$ cat config.mk
export PLATFORM = sky130hd
export DESIGN_NAME = fold_scheduler
export DESIGN_NICKNAME = d
export VERILOG_FILES = /design/src/rtl/fold_scheduler.sv
export SDC_FILE = /design/constraint.sdc
export NUM_CORES = 1
export LEC_CHECK = 0
export CAP_MARGIN = 20
export CORE_MARGIN = 2
export CORE_UTILIZATION = 55
export DETAILED_ROUTE_END_ITERATION = 12
export GPL_TIMING_DRIVEN = 1
export PLACE_DENSITY = 0.81
export RECOVER_POWER = 25
export SETUP_SLACK_MARGIN = 0.3
export SKIP_CTS_REPAIR_TIMING = 1
export SLEW_MARGIN = 20
export SYNTH_ARGS = -nofsm -noshare
export SYNTH_HDL_FRONTEND = slang
export SYNTH_SLANG_ARGS = --single-unit
$ cat constraint.sdc
create_clock -name clk_in -period 10.2 [get_ports clk_in]
set_input_delay 2.04 -clock clk_in [delete_from_list [all_inputs] [get_ports clk_in]]
set_output_delay 2.04 -clock clk_in [all_outputs]
set_load 0.02 [all_outputs]
$ cat src/rtl/fold_scheduler.sv
// fold_scheduler: epoch-folding sequencer. Accumulates a sample stream into a phase-binned
// profile in external single-port RAM and streams each sub-integration out while clearing it.
module fold_scheduler #(
   parameter int unsigned NBINS_LOG2 = 10,
   parameter int unsigned SAMPLE_W   = 16,
   parameter int unsigned ACC_W      = 32
) (
   input  logic                  clk_in,
   input  logic                  rst,
   input  logic                  start,
   input  logic                  stop,
   input  logic [31:0]           period,
   input  logic [31:0]           epoch,
   input  logic [15:0]           nperiods,
   input  logic                  s_valid,
   input  logic [SAMPLE_W-1:0]   s_data,
   output logic                  s_ready,
   output logic [NBINS_LOG2-1:0] mem_addr,
   output logic                  mem_we,
   output logic [ACC_W-1:0]      mem_wdata,
   input  logic [ACC_W-1:0]      mem_rdata,
   output logic                  m_valid,
   output logic [ACC_W-1:0]      m_data,
   output logic                  m_last,
   input  logic                  m_ready,
   output logic                  busy,
   output logic                  cfg_err,
   output logic [15:0]           subint_count
);
   localparam logic [32:0]           NBINS_EXT = 33'(1) << NBINS_LOG2;
   localparam logic [NBINS_LOG2-1:0] BIN_MAX   = '1;
   localparam logic [NBINS_LOG2-1:0] BIN_ONE   = NBINS_LOG2'(1);

   typedef enum logic [2:0] {IDLE, CLEAR, SKIP, FOLD_RD, FOLD_WR, DUMP_RD, DUMP_OUT} state_t;

   state_t                state_q, state_d;
   logic [31:0]           period_q, period_d, skip_q, skip_d, r_q, r_d;
   logic [15:0]           nper_q, nper_d, pcnt_q, pcnt_d, subint_q, subint_d;
   logic [NBINS_LOG2-1:0] bin_q, bin_d, wbin_q, wbin_d, idx_q, idx_d;
   logic                  wrap_q, wrap_d, stop_pend_q, stop_pend_d, cfg_err_q, cfg_err_d;
   logic [SAMPLE_W-1:0]   sample_q, sample_d;
   logic                  m_valid_q, m_valid_d, m_last_q, m_last_d;
   logic [ACC_W-1:0]      m_data_q, m_data_d;

   logic                  accept;
   logic [32:0]           r_next;
   logic [ACC_W:0]        samp_ext, sum;

   assign busy         = (state_q != IDLE);
   assign cfg_err      = cfg_err_q;
   assign subint_count = subint_q;
   assign m_valid      = m_valid_q;
   assign m_data       = m_data_q;
   assign m_last       = m_last_q;

   always_comb begin
      state_d     = state_q;
      period_d    = period_q;
      skip_d      = skip_q;
      r_d         = r_q;
      nper_d      = nper_q;
      pcnt_d      = pcnt_q;
      subint_d    = subint_q;
      bin_d       = bin_q;
      wbin_d      = wbin_q;
      idx_d       = idx_q;
      wrap_d      = wrap_q;
      cfg_err_d   = cfg_err_q;
      sample_d    = sample_q;
      m_valid_d   = m_valid_q;
      m_last_d    = m_last_q;
      m_data_d    = m_data_q;
      mem_addr    = '0;
      mem_we      = 1'b0;
      mem_wdata   = '0;
      stop_pend_d = stop_pend_q | (stop & (state_q != IDLE));
      s_ready     = (state_q == SKIP || state_q == FOLD_RD) && !stop_pend_q;
      accept      = s_valid && s_ready;
      r_next      = {1'b0, r_q} + NBINS_EXT;
      samp_ext    = '0;
      samp_ext[SAMPLE_W-1:0] = sample_q;
      sum         = {1'b0, mem_rdata} + samp_ext;

      case (state_q)
         IDLE: begin
            stop_pend_d = 1'b0;
            if (start) begin
               if ({1'b0, period} < NBINS_EXT || nperiods == 16'd0) begin
                  cfg_err_d = 1'b1;
               end else begin
                  cfg_err_d = 1'b0;
                  period_d  = period;
                  nper_d    = nperiods;
                  skip_d    = epoch;
                  r_d       = '0;
                  bin_d     = '0;
                  pcnt_d    = '0;
                  idx_d     = '0;
                  subint_d  = '0;
                  state_d   = CLEAR;
               end
            end
         end
         CLEAR: begin
            if (stop_pend_q) begin
               state_d = IDLE;
            end else begin
               mem_we   = 1'b1;
               mem_addr = idx_q;
               if (idx_q == BIN_MAX) begin
                  idx_d   = '0;
                  state_d = (skip_q != 32'd0) ? SKIP : FOLD_RD;
               end else begin
                  idx_d = idx_q + BIN_ONE;
               end
            end
         end
         SKIP: begin
            if (stop_pend_q) begin
               state_d = IDLE;
            end else if (accept) begin
               skip_d = skip_q - 32'd1;
               if (skip_q == 32'd1) state_d = FOLD_RD;
            end
         end
         FOLD_RD: begin
            mem_addr = bin_q;
            if (stop_pend_q) begin
               state_d = IDLE;
            end else if (accept) begin
               sample_d = s_data;
               wbin_d   = bin_q;
               // Incremental phase: r tracks k*NBINS mod period, so bin = floor(k*NBINS/period).
               if (r_next >= {1'b0, period_q}) begin
                  r_d    = 32'(r_next - {1'b0, period_q});
                  bin_d  = bin_q + BIN_ONE;
                  wrap_d = (bin_q == BIN_MAX);
               end else begin
                  r_d    = r_next[31:0];
                  wrap_d = 1'b0;
               end
               state_d = FOLD_WR;
            end
         end
         FOLD_WR: begin
            mem_addr  = wbin_q;
            mem_we    = 1'b1;
            mem_wdata = sum[ACC_W] ? '1 : sum[ACC_W-1:0];
            state_d   = FOLD_RD;
            if (wrap_q) begin
               if (pcnt_q + 16'd1 == nper_q) begin
                  pcnt_d  = '0;
                  state_d = DUMP_RD;
               end else begin
                  pcnt_d = pcnt_q + 16'd1;
               end
            end
         end
         DUMP_RD: begin
            mem_addr = idx_q;
            state_d  = stop_pend_q ? IDLE : DUMP_OUT;
         end
         DUMP_OUT: begin
            mem_addr = idx_q;
            // First cycle captures the read data; m_valid rises once m_data is registered.
            if (!m_valid_q) begin
               m_valid_d = 1'b1;
               m_data_d  = mem_rdata;
               m_last_d  = (idx_q == BIN_MAX);
            end else if (m_ready) begin
               mem_we    = 1'b1;
               m_valid_d = 1'b0;
               m_last_d  = 1'b0;
               if (idx_q == BIN_MAX) begin
                  idx_d    = '0;
                  subint_d = subint_q + 16'd1;
                  state_d  = FOLD_RD;
               end else begin
                  idx_d   = idx_q + BIN_ONE;
                  state_d = DUMP_RD;
               end
            end
         end
         default: state_d = IDLE;
      endcase
   end

   always_ff @(posedge clk_in or posedge rst) begin
      if (rst) begin
         state_q     <= IDLE;
         period_q    <= '0;
         skip_q      <= '0;
         r_q         <= '0;
         nper_q      <= '0;
         pcnt_q      <= '0;
         subint_q    <= '0;
         bin_q       <= '0;
         wbin_q      <= '0;
         idx_q       <= '0;
         wrap_q      <= 1'b0;
         stop_pend_q <= 1'b0;
         cfg_err_q   <= 1'b0;
         sample_q    <= '0;
         m_valid_q   <= 1'b0;
         m_last_q    <= 1'b0;
         m_data_q    <= '0;
      end else begin
         state_q     <= state_d;
         period_q    <= period_d;
         skip_q      <= skip_d;
         r_q         <= r_d;
         nper_q      <= nper_d;
         pcnt_q      <= pcnt_d;
         subint_q    <= subint_d;
         bin_q       <= bin_d;
         wbin_q      <= wbin_d;
         idx_q       <= idx_d;
         wrap_q      <= wrap_d;
         stop_pend_q <= stop_pend_d;
         cfg_err_q   <= cfg_err_d;
         sample_q    <= sample_d;
         m_valid_q   <= m_valid_d;
         m_last_q    <= m_last_d;
         m_data_q    <= m_data_d;
      end
   end
endmodule

=== After elaboration in Yosys (flattened, before gate mapping) ===
Index checks and enable logic that the tools add are counted.

* Flip-flop bits (word level): 230
* Logic and storage cells: 149
* Input port bits: 134
* Output and inout port bits: 96

* Bitwise logic cells: 5
* Muxes and demuxes: 63
* Equality and inequality tests: 27
* Reduce and logical (&&, ||, !) cells: 27
* Add/sub/neg operators: 8
* $lt $le $gt $ge: 2

{| class="wikitable"
|+ Operator list
! cell !! count
|-
| 32-bit 2-to-1 mux || 11
|-
| 32-bit one-hot mux with 2 select lines || 2
|-
| 16-bit 2-to-1 mux || 7
|-
| 10-bit 2-to-1 mux || 10
|-
| 16-bit one-hot mux with 2 select lines || 2
|-
| 3-bit 2-to-1 mux || 15
|-
| 10-bit one-hot mux with 4 select lines || 1
|-
| 32-bit by 11-bit adder with 33-bit output (second input constant) || 1
|-
| 32-bit by 16-bit adder with 33-bit output || 1
|-
| 33-bit by 32-bit >= comparator with 1-bit output || 1
|-
| 16-bit by 1-bit adder with 16-bit output (second input constant) || 2
|-
| 32-bit by 1-bit == test with 1-bit output (second input constant) || 1
|-
| 32-bit by 11-bit < comparator with 1-bit output (second input constant) || 1
|-
| 32-bit nonzero test || 1
|-
| 32-bit by 1-bit subtractor with 32-bit output (second input constant) || 1
|-
| 32-bit subtractor || 1
|-
| 10-bit one-hot mux with 3 select lines || 1
|-
| 2-bit inequality test (second input constant) || 12
|-
| 3-bit one-hot mux with 7 select lines || 1
|-
| 10-bit by 1-bit adder with 10-bit output (second input constant) || 2
|-
| 10-bit == test (second input constant) || 2
|-
| 10-bit one-hot mux with 2 select lines || 1
|-
| 6-bit AND reduction || 3
|-
| 16-bit == test || 1
|-
| 24 further kinds || 51
|}

=== Logic depth before layout (Yosys ltp) ===
* Depth in word-level cells: 7
* Depth in mapped cells: 18
* Depth with buffers taken out: 15

=== Least setup slack after synthesis ===
No wires, ideal clock.

* Kind: input port to output port
* From: input port mem_rdata[0]
* To: output port mem_wdata[26]
* Stages: 12
* Path buffers: 1
* Data required time: 8160 ps
* Path slack: 3591 ps
* Arrival: 4569 ps
* Cell sequence: ha_1 > inv_1 > fa_1 > nor2b_1 > o31a_1 > o21ai_0 > a21oi_1 > o31a_1 > and4_1 > clkbuf_1 > a31oi_1 > a311oi_1

* Cells in the longest elaborated chain, start to end: 3

{| class="wikitable"
|+ RTL lines
! element !! RTL line !! text
|-
| start, declared || 21 || <nowiki>input logic [ACC_W-1:0] mem_rdata,</nowiki>
|-
| 32-bit by 16-bit adder with 33-bit output || 82 || <nowiki>sum = {1'b0, mem_rdata} + samp_ext;</nowiki>
|-
| 32-bit 2-to-1 mux || 148 || <nowiki>mem_wdata = sum[ACC_W] ? '1 : sum[ACC_W-1:0];</nowiki>
|-
| 32-bit 2-to-1 mux || 84 || <nowiki>case (state_q)</nowiki>
|-
| end, declared || 20 || <nowiki>output logic [ACC_W-1:0] mem_wdata,</nowiki>
|}

Every way passes these cells.

=== Final worst setup path ===
Ends and elaborated chain as after synthesis.

==> flow_summary.toml <==
[status]
outcome = "finished with violations"
violations = "capacitance limit, slew limit"

[final_layout]
fill_cells = 2111
instances_no_fill = 2332
layout.nets = 2165
drive_above_1_share_pct = 6.18
postLayoutCellArea_um2 = 18300
area.growth.synth_to_final_pct = 23.0
num_antenna_cells = 0

[synthesis]
synthDistinctLibCells = 84
synthCells = 1792
synthFlopType = "dfrtp_1"
mappedNetlistNets = 1984
synthTopCellsByArea = "dfrtp_1 39%, nand2_1 7.1%, o21ai_0 6.3%, ha_1 4.7%, a21oi_1 4.2%"
yosysSeqAreaShare_pct = 38.7
synth_most_common_cell = "nand2_1"
synth_warnings = 0
synthArstFlopShare_pct = 100
yosysTopAreaCell = "dfrtp_1"
syn-cell-area_um2 = 14900
syn_avg_cell_area_um2 = 8.30
yosys-top-cells-count = "281 x nand2_1, 230 x dfrtp_1, 188 x o21ai_0, 125 x a21oi_1, 120 x nor2_1"
yosys.area.top_type_share_pct = 38.7
synth-seq-cells = 230
synth_edf_count = 0

[worst_hold_path]
hold_depth = 2
hp-start = "skip_q[19]$_DFFE_PP0P_"
hold_path.class = "register to register"
whs_endpoint = "skip_q[19]$_DFFE_PP0P_"

[die]
core_um2 = 26700
die_h_um = 168
fp.dieW_um = 168
row_count = 60
ios = 230
dieArea_um2 = 28400
start_util_pct = 55.7

[clock_network]
tritoncts = "done"
clk_pin_slew_ps = 60
cts-root-buf = "clkbuf_16"
ctsLongestPathBuffers = 3
numCtsBuffers = 26
clkSinkCount = 230
clock_latency_ps = 530
cts_max_level = 1

[routing]
vias = 14312
firstDrtPassIters = 6
ant_nets = 0
drc = 0
viasPerCell = 6.14
wl_um = 41500
drtIter0Drc = 1356
wl_per_cell_um = 17.8

[placement]
dp_hpwl_um = 29600
place_worst_setup_slack_ps = 2400
port-buffer-count = 229
globalplace.congestion = 0.968
placed_cells = 2286
place_area_um2 = 17400

[power]
p_per_area_nw_per_um2 = 233
p_leak_nw = 7.98
ir_worst_vdd_mv = 0.171

[flow_run]
maxCapViolations = 2

[setup_path]
path_cells = "clkdlybuf4s50_1 -> ha_1 -> inv_1 -> fa_1 -> nor2b_1 -> o31a_1 -> o21ai_0 -> a21oi_1 -> o31a_1 -> and4_1 -> a31oi_1 -> a311oi_1 -> clkdlybuf4s50_1"
cp.required_ps = 8160
max_stage_delay_ps = 660
criticalPathCategory = "primary input to output pin"
end_kind = "output pin"
start_kind = "primary input"
r2r_cells = 16
r2r_slack_ps = 5410
crit-reg2reg-launch = "r_q[10]$_DFFE_PP0P_"
crit_slowest_cell = "clkdlybuf4s50_1"
crit_buf_inv = 3
crit_family = "compound AO/OA/AOI/OAI gates"
crit_fanout = 7
r2r_end = "r_q[30]$_DFFE_PP0P_"
cp.arrival_ps = 5810

[sta]
fin_crit_ps = 7850
setup_tns_ps = 0
finalSetupViolCount = 0
fmax_mhz = 127
rsz0062_at_grt = "false"
hold_viol = 0
worst_slew_pin_slew_ps = 5760
relSlewSlack_pct = -284
fin_ws_ps = 2350
slew_viol_final = 186
fin_skew_ps = 16.7
worst_hold_slack_ps = 478
post-route-period-util_pct = 76.9

[grt]
overflow = 0
grt_max_degree = 151
grt_pass1_wl_um = 68200
first_global_vias = 13751
antenna_found_initial = 0
grt_use_total_pct = 28.9
-- layer usage --
layer | global-route usage [%] | routed length, um | vias to the layer above
met1 | 36.9 | 17400 | 6896
met5 | 0 | 0 | -
met2 | 50.6 | 20400 | 564
met4 | 9.41 | 1160 | 0
li1 | - | - | 6754
met3 | 4.23 | 2560 | 98
-- layout by cell type (no fill, tap or decap), types with 30 or more instances in the layout --
master and instances:
nand2_1 281, dfrtp_1 230, clkdlybuf4s50_1 226, o21ai_0 187
a21oi_1 124, nor2_1 117, inv_1 82, nand3_1 76
ha_1 56, xnor2_1 51, nor3_1 48, xor2_1 47
mux2_2 33, and3_1 30
-- per-stage QoR --
stage | utilization, % | total power, W
2_1_floorplan | - | 0.00269
3_3_place_gp | 65.0 | 0.00315
3_5_place_dp | 65.1 | 0.00323
4_1_cts | 68.5 | 0.00426
5_1_grt | 68.5 | 0.00456
6_report | 68.5 | 0.00427
-- worst max path at each step --
stage / startpoint / endpoint / slack [ps] / cells past startpoint
floorplan: rst / bin_q[0]$_DFFE_PP0P_ / 1860 / 1
CTS: mem_rdata[0] / mem_wdata[26] / 2380 / 13
finish: mem_rdata[0] / mem_wdata[26] / 2350 / 13
global placement: mem_rdata[0] / mem_wdata[26] / 2570 / 13
global route: rst / skip_q[26]$_DFFE_PP0P_ / 1470 / 2
detailed placement: mem_rdata[0] / mem_wdata[26] / 2400 / 13
-- sequential cells by signal, indices dropped and copies added, names as in the netlist, 16 cells and up --
register      count
skip_q           32
m_data           32
period_q         32
subint_count     16
r_q              32
nper_q           16
sample_q         16
pcnt_q           16
-- worst min-delay path, stage by stage (launching register included) --
cell and delay [ps]:
dfrtp_1 340, nand2_1 50, o21ai_0 60
-- cell families after synthesis --
| kind of cell | Yosys count | synth area share (%) |
|---|---|---|
| buffers and inverters | 170 | 4.45 |
| AO/OA/AOI/OAI | 484 | 20.1 |
| adder cells (fa/ha/maj) | 59 | 5.04 |
| flip-flops | 230 | 38.7 |
| AND/OR/NAND/NOR | 703 | 22.4 |
| XOR/XNOR | 99 | 5.93 |
| multiplexers | 47 | 3.44 |
-- power breakdown --
part	switching (W)	internal [W]	total, W
Clock	0.000384	0.000624	0.00101
Combinational	0.00117	0.000748	0.00192
Sequential	0.000196	0.00115	0.00134
Total	0.00175	0.00252	0.00427
-- final cells by class --
type	instances	area, um^2	area share, %
Tap cell	341	427	2.33
Sequential cell	230	5760	31.4
Inverter	82	308	1.68
Timing Repair Buffer	241	2390	13.0
Multi-Input combinational cell	1392	8510	46.5
Clock buffer	34	762	4.16
Clock inverter	12	165	0.902
Power figures use the tool's default switching activity.
